===== src/rtl/ibex_instr_capture_pkg.sv =====
`default_nettype none
// ============================================================================
// Module      : ibex_instr_capture_pkg
// Description : Shared types and constants for the ID-stage instruction
//               capture FIFO. Holds the packed entry layout presented at the
//               FIFO output, plus the drop-counter and sequence widths.
//               Entry data fields are CAPTURE_DATA_W (32) bits wide. A
//               narrower DATA_WIDTH on the top module is zero-extended into
//               them.
// Revision    : 1.0 - initial release
// ============================================================================
package ibex_instr_capture_pkg;

    localparam int unsigned CAPTURE_DATA_W = 32;
    localparam int unsigned DROP_CNT_W     = 16;
    localparam int unsigned SEQ_W          = 32;

    typedef struct packed {
        logic                      err;
        logic                      is_compressed;
        logic                      branch_taken;
        logic                      jump_set;
        logic [15:0]               instr_compressed;
        logic [CAPTURE_DATA_W-1:0] instr;
        logic [CAPTURE_DATA_W-1:0] pc;
        logic [CAPTURE_DATA_W-1:0] branch_target;
        logic [SEQ_W-1:0]          seq;
    } capture_entry_t;

endpackage
`default_nettype wire


===== src/rtl/ibex_instr_capture_ptr.sv =====
`default_nettype none
// ============================================================================
// Module      : ibex_instr_capture_ptr
// Description : Read/write pointers and occupancy counter for the capture
//               FIFO. Pointers wrap modulo DEPTH (DEPTH is a power of two).
//               flush_i takes priority and returns everything to zero.
// Ports       : clk_i, rst_ni  - clock, async active-low reset
//               flush_i        - synchronous clear
//               push_i, pop_i  - qualified write / read strobes
//               wr_ptr_o, rd_ptr_o, count_o, full_o
// Revision    : 1.0 - initial release
// ============================================================================
module ibex_instr_capture_ptr #(
    parameter int unsigned DEPTH = 8,
    localparam int unsigned PTR_W = $clog2(DEPTH),
    localparam int unsigned CNT_W = PTR_W + 1
) (
    input  logic             clk_i,
    input  logic             rst_ni,
    input  logic             flush_i,
    input  logic             push_i,
    input  logic             pop_i,
    output logic [PTR_W-1:0] wr_ptr_o,
    output logic [PTR_W-1:0] rd_ptr_o,
    output logic [CNT_W-1:0] count_o,
    output logic             full_o
);

    logic [PTR_W-1:0] wr_ptr_q, wr_ptr_d;
    logic [PTR_W-1:0] rd_ptr_q, rd_ptr_d;
    logic [CNT_W-1:0] count_q, count_d;

    always_comb begin
        wr_ptr_d = wr_ptr_q;
        rd_ptr_d = rd_ptr_q;
        count_d  = count_q;
        if (flush_i) begin
            wr_ptr_d = '0;
            rd_ptr_d = '0;
            count_d  = '0;
        end else begin
            // Natural overflow of the PTR_W-bit add gives modulo-DEPTH wrap.
            if (push_i) wr_ptr_d = wr_ptr_q + PTR_W'(1);
            if (pop_i)  rd_ptr_d = rd_ptr_q + PTR_W'(1);
            case ({push_i, pop_i})
                2'b10:   count_d = count_q + CNT_W'(1);
                2'b01:   count_d = count_q - CNT_W'(1);
                default: count_d = count_q;
            endcase
        end
    end

    always_ff @(posedge clk_i or negedge rst_ni) begin
        if (!rst_ni) begin
            wr_ptr_q <= '0;
            rd_ptr_q <= '0;
            count_q  <= '0;
        end else begin
            wr_ptr_q <= wr_ptr_d;
            rd_ptr_q <= rd_ptr_d;
            count_q  <= count_d;
        end
    end

    assign wr_ptr_o = wr_ptr_q;
    assign rd_ptr_o = rd_ptr_q;
    assign count_o  = count_q;
    assign full_o   = (count_q == CNT_W'(DEPTH));

endmodule
`default_nettype wire


===== src/rtl/ibex_instr_capture_fifo.sv =====
`default_nettype none
// ============================================================================
// Module      : ibex_instr_capture_fifo
// Description : Captures every instruction leaving the ID stage
//               (valid && !stall) into a DEPTH-entry FIFO. Each capture is
//               tagged with a 32-bit sequence number. Captures that arrive
//               while the FIFO is full and not draining are dropped, but
//               still consume a sequence number so gaps are visible
//               downstream. overflow_o is sticky and drop_cnt_o saturates.
//               Neither is cleared by flush_i.
// Ports       : clk_i, rst_ni            - clock, async active-low reset
//               *_id_i                   - ID-stage instruction fields
//               flush_i                  - clear stored entries and seq
//               out_valid_o/out_ready_i  - head handshake
//               out_entry_o              - head entry (incl. seq)
//               count_o                  - occupancy
//               overflow_o, drop_cnt_o   - drop reporting
// Options     : IBEX_INSTR_CAPTURE_DUMMY_FILTER_EN adds dummy_instr_id_i.
//               Dummy instructions are ignored entirely: they are not
//               stored, not sequenced and not counted as drops.
// Revision    : 1.0 - initial release
// ============================================================================
module ibex_instr_capture_fifo
    import ibex_instr_capture_pkg::*;
#(
    parameter int unsigned DATA_WIDTH = 32,
    parameter int unsigned DEPTH      = 8,
    localparam int unsigned PTR_W     = $clog2(DEPTH),
    localparam int unsigned CNT_W     = PTR_W + 1
) (
    input  logic                  clk_i,
    input  logic                  rst_ni,
    input  logic                  valid_id_i,
    input  logic                  stall_id_i,
    input  logic                  err_id_i,
    input  logic                  is_compressed_id_i,
    input  logic                  branch_taken_id_i,
    input  logic                  jump_set_id_i,
    input  logic [15:0]           instr_compressed_id_i,
    input  logic [DATA_WIDTH-1:0] instr_id_i,
    input  logic [DATA_WIDTH-1:0] pc_id_i,
    input  logic [DATA_WIDTH-1:0] branch_target_id_i,
`ifdef IBEX_INSTR_CAPTURE_DUMMY_FILTER_EN
    input  logic                  dummy_instr_id_i,
`endif
    input  logic                  flush_i,
    output logic                  out_valid_o,
    input  logic                  out_ready_i,
    output capture_entry_t        out_entry_o,
    output logic [CNT_W-1:0]      count_o,
    output logic                  overflow_o,
    output logic [DROP_CNT_W-1:0] drop_cnt_o
);

    logic             w_capture;
    logic             w_pop;
    logic             w_push;
    logic             w_drop;
    logic             w_full;
    logic [PTR_W-1:0] w_wr_ptr;
    logic [PTR_W-1:0] w_rd_ptr;
    logic [CNT_W-1:0] w_count;
    capture_entry_t   w_entry;

    logic [SEQ_W-1:0]      seq_q, seq_d;
    logic                  overflow_q, overflow_d;
    logic [DROP_CNT_W-1:0] drop_cnt_q, drop_cnt_d;
    capture_entry_t        mem_q [DEPTH];

`ifdef IBEX_INSTR_CAPTURE_DUMMY_FILTER_EN
    assign w_capture = valid_id_i & ~stall_id_i & ~dummy_instr_id_i;
`else
    assign w_capture = valid_id_i & ~stall_id_i;
`endif

    assign w_pop = (w_count != '0) & out_ready_i;
    // A pop in the same cycle frees a slot, so a full FIFO still accepts.
    assign w_push = w_capture & ~flush_i & (~w_full | w_pop);
    assign w_drop = w_capture & ~flush_i & w_full & ~w_pop;

    always_comb begin
        w_entry                  = '0;
        w_entry.err              = err_id_i;
        w_entry.is_compressed    = is_compressed_id_i;
        w_entry.branch_taken     = branch_taken_id_i;
        w_entry.jump_set         = jump_set_id_i;
        w_entry.instr_compressed = instr_compressed_id_i;
        w_entry.instr            = CAPTURE_DATA_W'(instr_id_i);
        w_entry.pc               = CAPTURE_DATA_W'(pc_id_i);
        // Target is only meaningful for taken branches and jumps.
        // Zero it otherwise so stale target values never leak downstream.
        if (branch_taken_id_i || jump_set_id_i) begin
            w_entry.branch_target = CAPTURE_DATA_W'(branch_target_id_i);
        end
        w_entry.seq = seq_q;
    end

    always_comb begin
        seq_d      = seq_q;
        overflow_d = overflow_q;
        drop_cnt_d = drop_cnt_q;
        if (flush_i) begin
            seq_d = '0;
        end else if (w_capture) begin
            seq_d = seq_q + SEQ_W'(1);
        end
        if (w_drop) begin
            overflow_d = 1'b1;
            if (drop_cnt_q != '1) begin
                drop_cnt_d = drop_cnt_q + DROP_CNT_W'(1);
            end
        end
    end

    always_ff @(posedge clk_i or negedge rst_ni) begin
        if (!rst_ni) begin
            seq_q      <= '0;
            overflow_q <= 1'b0;
            drop_cnt_q <= '0;
        end else begin
            seq_q      <= seq_d;
            overflow_q <= overflow_d;
            drop_cnt_q <= drop_cnt_d;
        end
    end

    // Storage is intentionally not reset. The pointers alone define validity.
    always_ff @(posedge clk_i) begin
        if (w_push) begin
            mem_q[w_wr_ptr] <= w_entry;
        end
    end

    ibex_instr_capture_ptr #(
        .DEPTH (DEPTH)
    ) u_ptr (
        .clk_i    (clk_i),
        .rst_ni   (rst_ni),
        .flush_i  (flush_i),
        .push_i   (w_push),
        .pop_i    (w_pop),
        .wr_ptr_o (w_wr_ptr),
        .rd_ptr_o (w_rd_ptr),
        .count_o  (w_count),
        .full_o   (w_full)
    );

    assign out_entry_o = mem_q[w_rd_ptr];
    assign out_valid_o = (w_count != '0);
    assign count_o     = w_count;
    assign overflow_o  = overflow_q;
    assign drop_cnt_o  = drop_cnt_q;

endmodule
`default_nettype wire

===== config.mk =====
export PLATFORM = sky130hd
export DESIGN_NAME = ibex_instr_capture_fifo
export DESIGN_NICKNAME = d
export VERILOG_FILES = /design/src/rtl/ibex_instr_capture_pkg.sv /design/src/rtl/ibex_instr_capture_ptr.sv /design/src/rtl/ibex_instr_capture_fifo.sv
export SDC_FILE = /design/constraint.sdc
export NUM_CORES = 1
export LEC_CHECK = 0
export CAP_MARGIN = 20
export CORE_MARGIN = 2
export CORE_UTILIZATION = 53
export CTS_CLUSTER_SIZE = 10
export DETAILED_ROUTE_END_ITERATION = 6
export PLACE_DENSITY = 0.72
export SETUP_SLACK_MARGIN = 0.3
export SYNTH_ARGS = -nofsm -noshare
export SYNTH_HDL_FRONTEND = slang
export SYNTH_SLANG_ARGS = --single-unit

===== constraint.sdc =====
create_clock -name clk_i -period 12.1 [get_ports clk_i]
set_input_delay 1.21 -clock clk_i [delete_from_list [all_inputs] [get_ports clk_i]]
set_output_delay 1.21 -clock clk_i [all_outputs]
set_load 0.01 [all_outputs]

### Word-level counts from Yosys, hierarchy flattened

Memories as Yosys holds them, arrays and structs flattened.
Index checks and enable logic that the tools add are counted.

* register bits after elaboration: 59
* bits in writable memories: 1184
* input bits: 122
* output and inout port bits: 170
* logic and storage cells: 46
* memories: 1

* add/sub/neg operators: 6
* equal/unequal tests: 4
* multiplexer cells: 11
* bitwise logic cells: 11
* reductions and logical operators: 7

Memory list
* mem_q: depth 8, bits a word 148, read ports 1, clocked after Yosys merged registers in 0, wr ports 1, line ibex_instr_capture_fifo.sv:68 `capture_entry_t mem_q [DEPTH];`

Operators by type and width (count)
* $mux 32: 3
* $add 32x1->32 const B: 1
* $add 16x1->16 const B: 1
* $ne 16x16->1 const B: 1
* $mux 3: 4
* $pmux 4 s2: 1
* $add 3x1->3 const B: 2
* $and 1x1->1: 6
* $reduce_bool 2->1: 3
* $add 4x1->4 const B: 1
* $eq 4x4->1 const B: 1
* $mux 4: 1
* $not 1->1: 4
* $reduce_bool 4->1: 1
* $sub 4x1->4 const B: 1
* $reduce_bool 3->1: 1
* $eq 2x1->1 const B: 1
* $eq 2x2->1 const B: 1
* $mux 1: 2
* $reduce_and 2->1: 1
* $logic_or 1x1->1: 1
* $or 1x1->1: 1

### Logic depth before layout (Yosys ltp)

Gate-level depths: netlist (run 1).

* depth in word-level cells: 7
* gate-level depth with buffers: 8
* depth with buffers taken out: 7

### By module

A second synthesis (run 1) with hierarchy kept.

* cell total of the unflattened synthesis: 2091
* area total of the unflattened synthesis: 47753.3 sq um

By module, submodules not included
* ibex_instr_capture_fifo: times used 1, cells each 2031, area an instance 47141.5 sq um, seq. area each 36780.3 sq um
* ibex_instr_capture_ptr: times used 1, cells each 60, area an instance 611.8 sq um, seq. area each 250.2 sq um

### Worst setup path before layout (run 1)

No wires, ideal clock.

* kind: input -> register
* from: input port valid_id_i
* to: memory mem_q[0][0] (netlist bit) (enable)
* library setup time: 836 ps
* arrival: 12170 ps
* data required time: 11264 ps
* slack: -906 ps
* cell stages on the path: 5
* path buffers: 1
* cell sequence: nor2b_1 -> clkbuf_1 -> o21ai_0 -> or3_1 -> nor3_1

* cells in the longest elaborated chain, start to end: 5

RTL lines
* from (decl): line ibex_instr_capture_fifo.sv:33 `input logic valid_id_i,`
* $and 1x1->1: line ibex_instr_capture_fifo.sv:73 `assign w_capture = valid_id_i & ~stall_id_i;`
* $and 1x1->1 (2 in a row): line ibex_instr_capture_fifo.sv:78 `assign w_push = w_capture & ~flush_i & (~w_full | w_pop);`
* $mux 1: line ibex_instr_capture_fifo.sv:129 `if (w_push) begin`
* $mux 1 (not written as such): line ibex_instr_capture_fifo.sv:130 `mem_q[w_wr_ptr] <= w_entry;`
* to (decl): line ibex_instr_capture_fifo.sv:68

No other way between the ends.

==> results of run 1 <==
[routing by layer]
metal	vias up	wire [µm]	share of wire	global-route usage
met5	-	69	0.00071	0
met4	10	1991	0.020	0.06132
met3	151	7283	0.074	0.05258
met2	822	48350	0.49	0.3456
met1	11850	40080	0.41	0.2946
li1	9468	-	-	-
[power breakdown]
group	internal [µW]	switching, µW	total, µW	leakage (µW)
Combinational	1200	929	2130	0.00402
Sequential	4750	62.1	4820	0.0115
Clock	2220	1510	3730	0.00193
[cell type report]
class,count,area share
well taps,1165,0.02602
clock inverters,7,0.001117
multi-input cells,725,0.1833
diodes,4,0.0001787
repair buffers,326,0.05812
flip-flops and latches,1243,0.6613
inverters,7,0.0004691
clock buffers,182,0.06953
[sequential cells by signal, summed over array words and instances, names as in the netlist]
signal and count:
u_ptr.rd_ptr_o 3, mem_q 1184, seq_q 32, u_ptr.wr_ptr_o 3, drop_cnt_o 16, u_ptr.count_o 4, overflow_o 1
[how the worst max path moves through the flow]
stage                                  from                to  slack, ps  cells past startpoint
final                     u_ptr.rd_ptr_o[1]  out_entry_o[101]       6230                      5
after global placement           valid_id_i     mem_q[0][113]       6530                      7
after CTS                 u_ptr.rd_ptr_o[1]   out_entry_o[48]       6120                      5
after detailed placement         valid_id_i     mem_q[0][107]       6480                      7
after floorplan                  valid_id_i       mem_q[2][0]       3090                      5
after global routing      u_ptr.rd_ptr_o[0]   out_entry_o[91]       6010                      5
[metrics by stage]
step                      hold WS (ps)    util  instances
after floorplan                  504.1       -       2074
after global placement           456.6  0.5855       3463
after detailed placement         463.7  0.5857       3464
after CTS                        482.5  0.6303       3653
after global routing             526.6  0.6309       3658
final                            484.7  0.6309       3659
[placed cells by master, fill, tap and decap left out, types with 12 or more instances in the layout]
cell type        instances
edfxtp_1              1184
mux4_2                 296
clkdlybuf4s50_1        289
clkbuf_16              151
mux2_2                 149
dfrtp_1                 56
nor2b_1                 34
clkbuf_1                31
buf_4                   28
xor2_1                  26
nor2_1                  21
a21oi_1                 21
nand2_1                 20
nand4_1                 18
o31ai_1                 17
or4_1                   17
nand3_1                 12
[cells by family after synthesis]
| logic type | after synthesis | synth area share |
|---|---|---|
| simple gates | 183 | 0.02262 |
| xor+xnor | 31 | 0.005695 |
| mux | 448 | 0.1758 |
| compound gates | 57 | 0.008110 |
| flops | 1243 | 0.7768 |
| fa+ha+maj | 6 | 0.001575 |
| buf+inv | 106 | 0.009475 |
==> run_results.csv, run 1 <==
group,metric,value,unit
synth,yosys-top-cells-count,"1184 x edfxtp_1, 296 x mux4_2, 149 x mux2_2, 59 x dfrtp_1, 50 x clkbuf_1",
drt,num_vias,22300,
die,ios,292,
drt,drt-total-wl,97.78,mm
synth,ys.flop_type,"edfxtp_1",
cts,clkSinkCount,1243,
placement,io_buffer_count,291,
sta,setup_violations,0,
grt,antenna_found_initial,8,
setup_path,path_buf_inv,3,
synth,ys_warn_count,0,
synth,synth-edff-count,1184,
drt,drc,0,
die,fp.dieH,303.9,µm
job,cap_violations,0,
cts,cts_resized,0,
drt,ant_nets,0,
synth,synth_nets,2202,
drt,drt_iter0_markers,2070,
cts,path_clk_slew,50,ps
synth,yosysUniqueCellTypes,54,
setup_path,cp.arrival,4660,ps
cts,postCtsHoldBufs,0,
power,finalPower,10680,µW
sta,fin_skew,23.51,ps
setup_path,critPathLaunchType,"flip-flop",
grt,track_usage,0.2143,
cts,clkLatencyLatePin,710,ps
drt,vias_per_cell,6.096,
die,rows,109,
setup_path,critPathMaxFanout,72,
sta,setup_slack,6227,ps
sta,fin_setup_tns,0,ps
cts,numCtsBuffers,143,
final_layout,multi_input_area,0.01027,mm²
power,p_leak,0.01746,µW
setup_path,r2r-end,"mem_q[1][99]",
drt,wire_per_inst,26.72,µm
synth,synth_top_area_share,0.7458,
cts,tritoncts,"done",
setup_path,critical_path_class,"reg -> out",
die,design.die.area,0.09236,mm²
synth,ys_seq_elements,1243,
synth,synthCells,2074,
sta,rsz0062_at_grt,"no",
sta,drv_slew,0,
final_layout,fillerInstances,5730,
synth,synth.most_common_cell,"edfxtp_1",
sta,tightest_slew,1107,ps
hold_path,holdPathStages,1,
synth,synth_top_cell_by_area,"edfxtp_1",
drt,dr.pass1.iters,5,
final_layout,fin_area,0.05602,mm²
die,fp.dieW,303.9,µm
sta,max_freq,170.3,MHz
synth,synth_area_leaders,"edfxtp_1 75%, mux4_2 14%, mux2_2 3.5%, dfrtp_1 3.1%, xor2_1 0.48%",
synth,syn-cell-area,0.04767,mm²
power,power_density,190.6,mW/mm²
final_layout,nNetsFinal,2574,
power,peakVddDrop,0.1327,mV
grt,grt_overflow,0,
die,core,0.08878,mm²
setup_path,crit_required,10890,ps
sta,hold_viol_final,0,
hold_path,min_from,"overflow_o",
grt,grt_max_degree,127,
setup_path,crit_family,"buffers and inverters",
outcome,status,"finished clean",
placement,dpl.hpwl,51.96,mm
setup_path,crit_chain,"buf_4 > buf_4 > mux4_2 > mux2_2 > clkdlybuf4s50_1",
setup_path,cpMostUsedCell,"buf_4",
setup_path,slowest_stage,"buf_4",
hold_path,hold_class,"reg -> reg",
final_layout,syn_to_final_growth,17.50,%
cts,post_cts_buffers,0,
setup_path,cpPeakStageDelay,940,ps
synth,syn_area_per_cell,22.99,µm²
grt,grt_pass1_vias,23530,
placement,place.gp.congestion,0.7705,
sta,max_slew_margin,0.2618,
synth,yosysSeqAreaShare,0.7768,
setup_path,cp-end-kind,"output port",
placement,dp_slack,6476,ps
sta,finalCriticalPeriod,5873,ps
placement,dpl_cell_area,0.05200,mm²
setup_path,r2r_slack,8180,ps
cts,cts-root-buf,"clkbuf_16",
cts,htreeDepth,4,
grt,grt_first_pass_wirelength,147.8,mm
final_layout,layout-drive-gt1-share,0.2655,
cts,cts.path.max_buffers,3,
die,start_util,0.5370,
synth,ys_async_sr_fraction,0.04747,
sta,post-route-period-util,0.4853,
setup_path,rr_worst_depth,6,
final_layout,seq_area,0.03704,mm²
setup_path,reg2reg_from,"u_ptr.count_o[0]",
hold_path,hold_path_end,"overflow_o",
Power figures use the tool's default switching activity.
==> inputs of run 2 (changes only) <==
CORE_UTILIZATION = 59   (was 53)
PLACE_DENSITY = 0.76   (was 0.72)
clock period = 6.11 ns   (was 12.1 ns; I/O delays follow)
==> run 2 against run 1 <==
Compared with the run above: power rose by 99%; clock power rose by 100%; cell count fell by 2.6%; flip-flop and latch count did not move; count of clock-buffer cells in the layout fell by 1; non-clock buffer count rose by 7; critical path type unchanged; clock skew rose by 15 ps; sequential share of layout area fell by 0.21 points; utilization rose by 6.9 points; via count rose by 0.87%; highest routed layer unchanged; register-to-register slack got worse by 5200 ps; design area rose by 0.31%.
==> run_results.csv, run 2 (synthesis gave the netlist of run 1 again) <==
group,metric,value,unit
setup_path,cpPeakStageDelay,1130,ps
sta,worst_hold_slack,52.63,ps
setup_path,startpoint,"u_ptr.rd_ptr_o[1]",
drt,vias_per_cell,6.312,
cts,cts_resized,0,
power,pwr-share-clk,0.352,
sta,fin_skew,38.37,ps
final_layout,antenna_cells,0,
die,fp.dieH,288.3,µm
sta,fin_setup_tns,0,ps
setup_path,slowest_stage,"dfrtp_4",
final_layout,layout_common_cells,"1184 x edfxtp_1, 296 x mux4_2, 290 x clkdlybuf4s50_1",
power,comb_power_share,0.196,
cts,cts-root-buf,"clkbuf_16",
grt,grt_first_pass_wirelength,149.1,mm
power,peakVddDrop,0.2904,mV
job,cap_violations,0,
drt,drc,0,
power,p_sw_frac,0.2406,
sta,max_slew_margin,0.2797,
hold_path,hold_class,"in -> async",
sta,max_freq,225.7,MHz
setup_path,critPathLaunchType,"flip-flop",
power,p_seq_frac,0.451,
sta,setup_violations,0,
cts,cts.path.max_buffers,3,
setup_path,r2r_slack,2970,ps
power,power_density,378.8,mW/mm²
sta,post-route-period-util,0.7251,
final_layout,nNetsFinal,2581,
placement,place.gp.congestion,0.7679,
power,p_int,16170,µW
die,design.die.area,0.08309,mm²
drt,drt_iter0_markers,2005,
final_layout,syn_to_final_growth,17.87,%
sta,hold_viol_final,0,
drt,ant_nets,0,
final_layout,top_register,"mem_q",
grt,grt_max_degree,121,
cts,numCtsBuffers,143,
grt,grt_pass1_vias,23670,
cts,post_cts_buffers,0,
die,fp.dieW,288.3,µm
outcome,status,"finished clean",
grt,use_met2,0.3938,
sta,finalCriticalPeriod,4430,ps
placement,io_buffer_count,291,
setup_path,reg2reg_from,"u_ptr.count_o[0]",
cts,postCtsHoldBufs,0,
die,core,0.08029,mm²
die,ios,292,
cts,path_clk_slew,60,ps
final_layout,layout-drive-gt1-share,0.2676,
cts,clkSinkCount,1243,
setup_path,crit_chain,"buf_4 > mux4_2 > mux2_2 > clkdlybuf4s50_1",
grt,grt_overflow,0,
final_layout,mostFrequentLayoutCell,"edfxtp_1",
drt,num_vias,22500,
cts,tritoncts,"done",
sta,drv_slew,0,
power,p_switching,5122,µW
placement,dpl.hpwl,52.82,mm
cts,clkLatencyLatePin,730,ps
setup_path,critical_path_class,"reg -> out",
setup_path,critPathMaxFanout,64,
drt,dr.pass1.iters,5,
die,start_util,0.5938,
setup_path,crit_required,5500,ps
cts,htreeDepth,4,
final_layout,fillerInstances,4576,
setup_path,rr_worst_depth,5,
final_layout,largest_reg_flops,1184,
drt,wire_per_inst,28.12,µm
setup_path,crit_end,"out_entry_o[56]",
setup_path,cp-end-kind,"output port",
setup_path,cp.arrival,3820,ps
grt,grt-busiest-layer,"met2",
grt,use_met1,0.3443,
drt,drt-total-wl,100.2,mm
grt,gr-usage-met3,0.05442,
sta,rsz0062_at_grt,"no",
power,p_leak,0.01756,µW
setup_path,r2r-end,"mem_q[4][64]",
die,rows,104,
grt,antenna_found_initial,6,
sta,tightest_slew,1080,ps
grt,track_usage,0.2453,
-- run 2: final cells by class --
class,instances,area [µm²],area share
multi-input combinational,725,10270,0.1827
tap,1060,1326,0.02360
sequential,1243,37040,0.6592
inverter,7,26.28,0.0004676
clock buffer,181,3785,0.06736
clock inverter,15,265.3,0.004721
timing repair buffer,333,3481,0.06195
-- run 2: worst min path at each step --
| stage | end | cells past startpoint | from |
|---|---|---|---|
| final | overflow_o | 2 | rst_ni |
| after global routing | u_ptr.wr_ptr_o[2] | 2 | rst_ni |
| after CTS | overflow_o | 2 | rst_ni |
| after detailed placement | overflow_o | 1 | overflow_o |
| after global placement | overflow_o | 1 | overflow_o |
| after floorplan | drop_cnt_o[0] | 0 | rst_ni |
-- run 2: power groups by stage --
stage          Combinational [µW]  Clock (µW)  Sequential (µW)
3_5_place_dp                 4210           0             9780
2_1_floorplan                2750           0             9630
3_3_place_gp                 4170           0             9770
5_1_grt                      4450        7950             9620
6_report                     4180        7500             9600
4_1_cts                      4260        7640             9610
-- run 2: per-layer routing --
layer	up-vias	part of all wire
met3	142	0.077
met4	10	0.021
met5	-	0.00062
li1	9481	-
met1	11930	0.40
met2	938	0.50
-- run 2: worst max-delay path, delay by kind of cell, from the launching register on --
| kind | cells | cell delay, ps |
|---|---|---|
| buffers and inverters | 2 | 1220 |
| flip-flops | 1 | 1130 |
| multiplexers | 2 | 680 |
-- run 2: per-stage QoR --
| stage | setup WS (ps) | cell area, µm² | instances | util | total power, µW |
|---|---|---|---|---|---|
| 3_5_place_dp | 1882 | 52130 | 3367 | 0.6492 | 13990 |
| 4_1_cts | 1511 | 56180 | 3563 | 0.6997 | 21520 |
| 6_report | 1680 | 56190 | 3564 | 0.6999 | 21290 |
| 5_1_grt | 1401 | 56190 | 3564 | 0.6999 | 22030 |
| 2_1_floorplan | -2190 | 47690 | 2074 | - | 12380 |
| 3_3_place_gp | 1801 | 52110 | 3366 | 0.6490 | 13940 |
